$ cat src/rtl/pi_loop_filter_gen_if.sv
// Burst-error stream, gain/control inputs and status outputs of pi_loop_filter_gen.
// The master side drives the burst samples and controls; the slave side is the filter.
interface pi_loop_filter_gen_if #(
   parameter int ERR_W = 12,
   parameter int OUT_W = 32
);
   logic                    burst_active;
   logic signed [ERR_W-1:0] error_in;
   logic [4:0]              kp_shift;
   logic [4:0]              ki_shift;
   logic                    hold;
   logic                    clear_int;
   logic signed [OUT_W-1:0] offset_out;
   logic                    offset_valid;
   logic                    burst_reject;
   logic                    sat_flag;
   logic                    locked;

   modport master (
      output burst_active, error_in, kp_shift, ki_shift, hold, clear_int,
      input  offset_out, offset_valid, burst_reject, sat_flag, locked
   );

   modport slave (
      input  burst_active, error_in, kp_shift, ki_shift, hold, clear_int,
      output offset_out, offset_valid, burst_reject, sat_flag, locked
   );
endinterface

$ cat src/rtl/pi_loop_filter_gen.sv
// Burst-gated PI loop filter: sums burst phase error, updates a saturating integrator
// and emits a clamped NCO offset once per accepted burst. Lock detect: PI_LOOP_LOCK_EN.
module pi_loop_filter_gen #(
   parameter int ERR_W       = 12,
   parameter int CNT_W       = 7,
   parameter int ACC_W       = 24,
   parameter int INT_W       = 32,
   parameter int OUT_W       = 32,
   parameter int MIN_SAMPLES = 8,
   parameter int LOCK_THRESH = 64,
   parameter int LOCK_LINES  = 16
) (
   input  logic clk,
   input  logic rst_n,
   pi_loop_filter_gen_if.slave bus
);
   localparam int MW0 = (ACC_W > INT_W) ? ACC_W : INT_W;
   localparam int MW1 = (MW0 > OUT_W) ? MW0 : OUT_W;
   localparam int CW  = MW1 + 2;

   localparam logic [CNT_W-1:0]    CNT_MAX = '1;
   localparam logic [CNT_W-1:0]    MIN_CNT = CNT_W'(MIN_SAMPLES);
   localparam logic signed [CW-1:0] INT_MAX = {{(CW-INT_W+1){1'b0}}, {(INT_W-1){1'b1}}};
   localparam logic signed [CW-1:0] INT_MIN = -INT_MAX;
   localparam logic signed [CW-1:0] OUT_MAX = {{(CW-OUT_W+1){1'b0}}, {(OUT_W-1){1'b1}}};
   localparam logic signed [CW-1:0] OUT_MIN = -OUT_MAX;

   typedef enum logic [1:0] {S_IDLE, S_ACCUM, S_EVAL, S_UPDATE} state_t;

   state_t                  state_q;
   logic signed [ACC_W-1:0] acc_q;
   logic [CNT_W-1:0]        cnt_q;
   logic signed [ACC_W-1:0] cap_err_q;
   logic [CNT_W-1:0]        cap_cnt_q;
   logic signed [INT_W-1:0] int_q;
   logic [4:0]              kp_q;
   logic [4:0]              ki_q;
   logic signed [OUT_W-1:0] offset_q;
   logic                    valid_q;
   logic                    reject_q;
   logic                    sat_q;

   logic signed [ERR_W-1:0] err;
   logic signed [ACC_W-1:0] acc_d;
   logic signed [CW-1:0]    int_sum;
   logic signed [CW-1:0]    p_term;
   logic signed [CW-1:0]    i_term;
   logic signed [CW-1:0]    off_sum;
   logic signed [INT_W-1:0] int_d;
   logic signed [OUT_W-1:0] off_d;
   logic                    int_clamp;
   logic                    off_clamp;

   assign err = bus.error_in;

   // All arithmetic runs in a common width wide enough that sums never wrap before clamping.
   always_comb begin
      acc_d     = acc_q + ACC_W'(err);
      int_sum   = CW'(int_q) + CW'(cap_err_q);
      int_d     = int_sum[INT_W-1:0];
      int_clamp = 1'b0;
      if (int_sum > INT_MAX) begin
         int_d     = INT_MAX[INT_W-1:0];
         int_clamp = 1'b1;
      end else if (int_sum < INT_MIN) begin
         int_d     = INT_MIN[INT_W-1:0];
         int_clamp = 1'b1;
      end
      p_term    = CW'(cap_err_q) >>> kp_q;
      i_term    = CW'(int_q) >>> ki_q;
      off_sum   = p_term + i_term;
      off_d     = off_sum[OUT_W-1:0];
      off_clamp = 1'b0;
      if (off_sum > OUT_MAX) begin
         off_d     = OUT_MAX[OUT_W-1:0];
         off_clamp = 1'b1;
      end else if (off_sum < OUT_MIN) begin
         off_d     = OUT_MIN[OUT_W-1:0];
         off_clamp = 1'b1;
      end
   end

`ifdef PI_LOOP_LOCK_EN
   localparam int LW = $clog2(LOCK_LINES + 1);
   localparam logic [LW-1:0]        LOCK_MAX = LW'(LOCK_LINES);
   localparam logic signed [ACC_W:0] LOCK_TH  = (ACC_W+1)'(LOCK_THRESH);

   logic [LW-1:0]        lock_cnt_q;
   logic                 locked_q;
   logic signed [ACC_W:0] cap_ext;
   logic                 lock_good;

   always_comb begin
      cap_ext   = {cap_err_q[ACC_W-1], cap_err_q};
      lock_good = (cap_ext < LOCK_TH) && (cap_ext > -LOCK_TH);
   end
`endif

   always_ff @(posedge clk or negedge rst_n) begin
      if (!rst_n) begin
         state_q    <= S_IDLE;
         acc_q      <= '0;
         cnt_q      <= '0;
         cap_err_q  <= '0;
         cap_cnt_q  <= '0;
         int_q      <= '0;
         kp_q       <= '0;
         ki_q       <= '0;
         offset_q   <= '0;
         valid_q    <= 1'b0;
         reject_q   <= 1'b0;
         sat_q      <= 1'b0;
`ifdef PI_LOOP_LOCK_EN
         lock_cnt_q <= '0;
         locked_q   <= 1'b0;
`endif
      end else begin
         valid_q  <= 1'b0;
         reject_q <= 1'b0;
         case (state_q)
            S_IDLE: begin
               if (bus.burst_active) begin
                  acc_q   <= ACC_W'(err);
                  cnt_q   <= CNT_W'(1);
                  state_q <= S_ACCUM;
               end
            end
            S_ACCUM: begin
               if (bus.burst_active) begin
                  if (cnt_q != CNT_MAX) begin
                     acc_q <= acc_d;
                     cnt_q <= cnt_q + 1'b1;
                  end
               end else begin
                  cap_err_q <= acc_q;
                  cap_cnt_q <= cnt_q;
                  acc_q     <= '0;
                  cnt_q     <= '0;
                  state_q   <= S_EVAL;
               end
            end
            S_EVAL: begin
               if (cap_cnt_q < MIN_CNT) begin
                  reject_q <= 1'b1;
                  state_q  <= S_IDLE;
               end else begin
                  kp_q <= bus.kp_shift;
                  ki_q <= bus.ki_shift;
                  if (!bus.hold) begin
                     int_q <= int_d;
                     if (int_clamp) sat_q <= 1'b1;
                  end
`ifdef PI_LOOP_LOCK_EN
                  if (lock_good) begin
                     if (lock_cnt_q != LOCK_MAX) lock_cnt_q <= lock_cnt_q + 1'b1;
                     locked_q <= (lock_cnt_q >= LOCK_MAX - 1'b1);
                  end else begin
                     lock_cnt_q <= '0;
                     locked_q   <= 1'b0;
                  end
`endif
                  state_q <= S_UPDATE;
               end
            end
            S_UPDATE: begin
               offset_q <= off_d;
               valid_q  <= 1'b1;
               if (off_clamp) sat_q <= 1'b1;
               state_q  <= S_IDLE;
            end
            default: state_q <= S_IDLE;
         endcase
         // Clear is last so it wins over any integrator/flag update on the same edge.
         if (bus.clear_int) begin
            int_q <= '0;
            sat_q <= 1'b0;
`ifdef PI_LOOP_LOCK_EN
            lock_cnt_q <= '0;
            locked_q   <= 1'b0;
`endif
         end
      end
   end

   assign bus.offset_out   = offset_q;
   assign bus.offset_valid = valid_q;
   assign bus.burst_reject = reject_q;
   assign bus.sat_flag     = sat_q;
`ifdef PI_LOOP_LOCK_EN
   assign bus.locked       = locked_q;
`else
   assign bus.locked       = 1'b0;
`endif
endmodule

$ cat src/flat_wrapper.sv
// flat-port wrapper written by rule: the top's interface ports become plain ports
module pi_loop_filter_gen_flat 
#(
   parameter int ERR_W       = 12,
   parameter int CNT_W       = 7,
   parameter int ACC_W       = 24,
   parameter int INT_W       = 32,
   parameter int OUT_W       = 32,
   parameter int MIN_SAMPLES = 8,
   parameter int LOCK_THRESH = 64,
   parameter int LOCK_LINES  = 16
)
  (clk, rst_n, bus_burst_active, bus_error_in, bus_kp_shift, bus_ki_shift, bus_hold, bus_clear_int, bus_offset_out, bus_offset_valid, bus_burst_reject, bus_sat_flag, bus_locked);
  pi_loop_filter_gen_if #(.ERR_W(ERR_W), .OUT_W(OUT_W)) bus_i ();
  input  logic clk;
  input  logic rst_n;
  input wire logic [$bits(bus_i.burst_active)-1:0] bus_burst_active;
  input wire logic [$bits(bus_i.error_in)-1:0] bus_error_in;
  input wire logic [$bits(bus_i.kp_shift)-1:0] bus_kp_shift;
  input wire logic [$bits(bus_i.ki_shift)-1:0] bus_ki_shift;
  input wire logic [$bits(bus_i.hold)-1:0] bus_hold;
  input wire logic [$bits(bus_i.clear_int)-1:0] bus_clear_int;
  output wire logic [$bits(bus_i.offset_out)-1:0] bus_offset_out;
  output wire logic [$bits(bus_i.offset_valid)-1:0] bus_offset_valid;
  output wire logic [$bits(bus_i.burst_reject)-1:0] bus_burst_reject;
  output wire logic [$bits(bus_i.sat_flag)-1:0] bus_sat_flag;
  output wire logic [$bits(bus_i.locked)-1:0] bus_locked;
  assign bus_i.burst_active = bus_burst_active;
  assign bus_i.error_in = bus_error_in;
  assign bus_i.kp_shift = bus_kp_shift;
  assign bus_i.ki_shift = bus_ki_shift;
  assign bus_i.hold = bus_hold;
  assign bus_i.clear_int = bus_clear_int;
  assign bus_offset_out = bus_i.offset_out;
  assign bus_offset_valid = bus_i.offset_valid;
  assign bus_burst_reject = bus_i.burst_reject;
  assign bus_sat_flag = bus_i.sat_flag;
  assign bus_locked = bus_i.locked;
  pi_loop_filter_gen #(.ERR_W(ERR_W), .CNT_W(CNT_W), .ACC_W(ACC_W), .INT_W(INT_W), .OUT_W(OUT_W), .MIN_SAMPLES(MIN_SAMPLES), .LOCK_THRESH(LOCK_THRESH), .LOCK_LINES(LOCK_LINES)) u_core (.clk(clk), .rst_n(rst_n), .bus(bus_i));
endmodule
$ cat config.mk
export PLATFORM = sky130hd
export DESIGN_NAME = pi_loop_filter_gen_flat
export DESIGN_NICKNAME = d
export VERILOG_FILES = /design/src/rtl/pi_loop_filter_gen_if.sv /design/src/rtl/pi_loop_filter_gen.sv /design/src/flat_wrapper.sv
export SDC_FILE = /design/constraint.sdc
export NUM_CORES = 1
export LEC_CHECK = 0
export CAP_MARGIN = 5
export CORE_ASPECT_RATIO = 0.6
export CORE_MARGIN = 8
export CORE_UTILIZATION = 35
export CTS_CLUSTER_SIZE = 8
export DETAILED_ROUTE_END_ITERATION = 6
export HOLD_SLACK_MARGIN = 0.06
export SYNTH_ARGS = -nofsm -noshare
export SYNTH_HDL_FRONTEND = slang
export SYNTH_SLANG_ARGS = --single-unit
$ cat constraint.sdc
create_clock -name clk -period 7.43 [get_ports clk]
set_clock_uncertainty 0.2 [all_clocks]
set_input_delay 1.486 -clock clk [delete_from_list [all_inputs] [get_ports clk]]
set_output_delay 1.486 -clock clk [all_outputs]
set_load 0.02 [all_outputs]
Word-level counts from Yosys, hierarchy flattened:

Index checks and enable logic that the tools add are counted.

* $add $sub $neg: 4
* $lt $le $gt $ge: 5
* eq/ne operators: 13
* shifts and indexed selects: 2
* mux-type cells: 33
* bitwise logic cells: 2
* reductions and logical operators: 10

Operator list (count)
* $mux 32: 8
* $mux 24: 3
* $gt 34x32->1 const B: 2
* $lt 34x32->1 const B: 2
* $pmux 24 s2: 1
* $add 34x34->34: 1
* $sshr 24x5->34: 1
* $sshr 32x5->34: 1
* $add 32x24->33: 1
* $add 24x12->24: 1
* $mux 7: 3
* $pmux 7 s2: 1
* $mux 1: 12
* $ne 3x2->1 const B: 3
* $pmux 2 s4: 1
* $add 7x1->7 const B: 1
* $lt 7x4->1 const B: 1
* $ne 7x7->1 const B: 1
* $mux 2: 3
* $ne 2x2->1 const B: 3
* $ne 3x3->1 const B: 2
* $reduce_and 2->1: 3
* $reduce_and 3->1: 2
* $reduce_and 5->1: 1
* other kinds (8): 11

* register bits: 141
* bits of input ports: 27
* output and inout port bits: 36
* word-level logic and storage cells: 81

Logic depth before layout (Yosys ltp):

* word-level depth: 9
* mapped depth: 25
* mapped depth without buffers: 21

Worst setup path after synthesis:

No wires, ideal clock.

* kind: flip-flop to flip-flop
* start point: register u_core.kp_q[0]
* end point: register u_core.offset_q[14] (netlist: u_core.bus.offset_out[14])
* data arrival time: 5409 ps
* data required time: 7131 ps
* path slack: 1722 ps
* cell stages (with the launch flop): 20
* period minus slack after synthesis: 5708 ps
* cells stage by stage: dfrtp_1 clkbuf_1 buf_1 mux4_2 mux2_2 mux4_2 ha_1 or3_1 clkbuf_1 o2111a_1 or3_1 a211oi_2 nor4b_1 o21ba_2 or2_1 xnor2_2 o21a_1 buf_4 buf_4 a311oi_1

* word-level cells in the longest chain between the ends: 5
* elaborated cells on any way between the ends: 6

Ends and longest elaborated chain
* start, declared: RTL line pi_loop_filter_gen.sv:36 `logic [4:0] kp_q;`
* start signal, assigned: RTL line pi_loop_filter_gen.sv:147 `kp_q <= bus.kp_shift;`
* $sshr 24x5->34 (*): RTL line pi_loop_filter_gen.sv:69 `p_term = CW'(cap_err_q) >>> kp_q;`
* $add 34x34->34 (*): RTL line pi_loop_filter_gen.sv:71 `off_sum = p_term + i_term;`
* $lt 34x32->1: RTL line pi_loop_filter_gen.sv:77 `end else if (off_sum < OUT_MIN) begin`
* $mux 32: RTL line pi_loop_filter_gen.sv:77
* $mux 32 (*): RTL line pi_loop_filter_gen.sv:74 `if (off_sum > OUT_MAX) begin`
* end signal, assigned: RTL line pi_loop_filter_gen.sv:109 `offset_q <= '0;`
* end signal, assigned: RTL line pi_loop_filter_gen.sv:166 `offset_q <= off_d;`
* end, declared: RTL line pi_loop_filter_gen.sv:38 `logic signed [OUT_W-1:0] offset_q;`

Every way passes the cells marked *; elsewhere a longest branch is shown, timed or not.
A chain may end at the register's enable or synchronous reset.

Final worst setup path:

* start point: register u_core.kp_q[1]
* end point: register u_core.offset_q[8] (netlist: u_core.bus.offset_out[8])

Same word-level chain as after synthesis.

==> flow_metrics.tcl <==
set metrics [dict create \
    status "finished with violations" \
    violations "design-rule violations" \
    fmax_mhz 148 \
    synthSimpleGateAreaFrac_pct 17.3 \
    numCtsBuffers 17 \
    start_kind "flop" \
    drcViolationCount 10 \
    rows 55 \
    post-cts-setup-buffers 0 \
    h-tree-depth 4 \
    setup_tns_ps 0 \
    synth_seq_area_share_pct 25.6 \
    fin_nets 1697 \
    worstSkewPairLatency_ps 450 \
    synth_top_area_share_pct 25.6 \
    hold_depth 1 \
    grt_max_degree 77 \
    dr.pass1.iters 7 \
    yosysTopAreaCell "dfrtp_1" \
    grt_pass1_vias 11500 \
    slew_viol_final 0 \
    cts_tree "done" \
    grt_pass1_wl_um 66800 \
    area_growth_pct 10.8 \
    grt_setup_unrepaired "no" \
    synthXorXnorAreaFrac_pct 4.07 \
    mostFrequentLayoutCells "151 x nor2_1, 138 x dfrtp_1, 134 x nand2_1, 129 x a21oi_1, 116 x o21ai_0" \
    die_area_um2 45300 \
    hold_viol_final 0 \
    ys.flop_type "dfrtp_1" \
    worstPathMaxFanout 28 \
    fillCellCount 3816 \
    cts_resized 0 \
    synth_top_family_by_area "compound AO/OA/AOI/OAI gates" \
    cp-end-kind "flop" \
    ctsHoldBuffers 0 \
    die_w_um 269 \
    syn_area_per_cell_um2 8.52 \
    synthAdderAreaFrac_pct 8.66 \
    track_usage_pct 18.1 \
    die_height_um 168 \
    power_density_nw_per_um2 252 \
    clock_path_buffers 2 \
    drive_above_1_share_pct 10.8 \
    synth_area_leaders "dfrtp_1 26%, ha_1 8.1%, mux2_2 5.0%, a21oi_1 4.8%, mux4_2 4.3%" \
    arrival_ps 6820 \
    drt-total-wl_um 42300 \
    yosys_warnings 0 \
    async_flop_share_pct 100 \
    irDropWorstVdd_mv 0.122 \
    min_path_type "flop to flop" \
    vias_per_cell 6.00 \
    cts_sinks 138 \
    ys_ff_latch 138 \
    max_slew_margin_pct 15.3 \
    dp_hpwl_um 33000 \
    grt-ovfl-total 0 \
    numPortBuffers 61 \
    final_common_cell "nor2_1" \
    start_util_pct 35.6 \
    period_share_pct 90.7 \
    crit_type "flop to flop" \
    root_buffer "clkbuf_16" \
    synthCells 1584 \
    num_io_pins 63 \
    globalplace.congestion 0.941 \
    syn_area_um2 13500 \
    setup_viol 0 \
    crit_required_ps 7520 \
    core_area_um2 37800 \
    p_leak_nw 6.47 \
    synth_edf_count 0 \
    wire_per_inst_um 20.1 \
    synth.area.mux_share_pct 13.2 \
    synth_compound_area_share_pct 26.0 \
    place_area_um2 14400 \
    fin_crit_ps 6740 \
    finalPower_w 0.00376 \
    diodes 0 \
    via_count 12600 \
    tightestPinTransition_ps 1270 \
    max_cap_viol_count 0 \
    clk_pin_slew_ps 70 \
    ys_types 98 \
    antenna_left 0 \
    finalInstanceArea_um2 14900 \
    grt_antenna_before_repair 0 \
    reg2regPathDepth 17 \
    drtIter0Drc 1403 \
    syn_nets 1701 \
]
==> routing by layer <==
metal | global-route usage (%) | part of all wire (%) | vias to the layer above
met5 | 1.42 | 0.20 | -
met1 | 28.2 | 51 | 6131
met2 | 23.6 | 38 | 491
met3 | 5.91 | 10 | 33
li1 | - | - | 5981
met4 | 3.13 | 0.80 | 2
==> stage by stage <==
stage	worst slack [ps]	std cells	hold slack [ps]	utilization, %
floorplan	1720	1584	263	-
global placement	987	2074	275	38.0
detailed placement	1000	2074	288	38.0
CTS	952	2106	304	39.5
global route	350	2106	327	39.5
finish	694	2106	295	39.5
==> cell type report <==
cell class	count	area, um^2	share of cell area [%]
inverters	43	161	1.08
well taps	513	642	4.29
repair buffers	78	752	5.03
clock inverters	15	151	1.01
multi-input cells	1302	9360	62.6
clock buffers	17	425	2.85
flip-flops and latches	138	3450	23.1
==> cells by family after synthesis <==
| group | count (synthesis) |
|---|---|
| mux | 138 |
| flops | 138 |
| xor+xnor | 61 |
| buf+inv | 144 |
| fa+ha+maj | 92 |
| simple gates | 488 |
| other cells | 1 |
| compound gates | 522 |
==> flip-flops by register name, indices dropped and copies added, names as in the netlist <==
register                 count
u_core.bus.offset_out       32
u_core.int_q                32
u_core.acc_q                24
u_core.cap_err_q            24
u_core.cnt_q                 7
u_core.ki_q                  5
u_core.kp_q                  5
u_core.cap_cnt_q             4
u_core.state_q               2
u_core.bus.burst_reject      1
u_core.bus.offset_valid      1
u_core.bus.sat_flag          1
==> worst max-delay path: stages (launching register included) <==
cell and delay, ps:
dfrtp_1 1070, mux2_2 430, o21ai_0 280, o21ai_0 170, mux4_2 520, ha_1 240
or3_1 480, or2_1 280, o221ai_1 370, nand2b_1 140, a311oi_1 510, and4_1 310
nand4_1 100, nor4b_1 610, a41o_1 320, o21a_1 130, buf_4 300, a311oi_1 100
==> power breakdown <==
part           internal (W)  switching, W
Sequential         0.000908      0.000200
Clock              0.000472      0.000391
Combinational      0.000763       0.00103
==> Yosys cell counts, types with 6 or more instances <==
cell	number
o21ai_0	116
or3_1	16
o22ai_1	7
nor3_1	27
o21bai_1	11
dfrtp_1	138
nor4b_1	8
and4_1	9
o21a_1	27
xor2_1	27
mux4_2	26
xnor2_1	32
nand4_1	14
nand3_1	39
buf_1	6
or2_2	6
a41oi_1	7
nor2b_1	15
or4_1	6
o31ai_1	10
a211oi_1	21
ha_1	87
a22oi_1	10
nor2_1	153
a221o_1	29
and3_1	10
and2_1	9
nor4_1	9
a31oi_1	18
a21oi_1	129
clkbuf_1	67
nand2_1	134
a21o_1	25
mux2_2	60
o21ai_1	9
nand2b_1	15
inv_1	39
a311oi_1	28
buf_2	8
o211ai_1	13
mux2i_1	52
==> final timing paths <==
path                       slack [ps]                         to                 startpoint
setup / recovery                  690   u_core.bus.offset_out[8]             u_core.kp_q[1]
hold / removal                    300  u_core.bus.offset_out[31]  u_core.bus.offset_out[31]
setup reg to reg                  690   u_core.bus.offset_out[8]             u_core.kp_q[1]
hold reg to reg                   300  u_core.bus.offset_out[31]  u_core.bus.offset_out[31]
max in group asynchronous        4760       u_core.cap_err_q[19]                      rst_n
min in group asynchronous         800            u_core.cnt_q[5]                      rst_n
No activity file was read; power rests on OpenSTA's default activity.
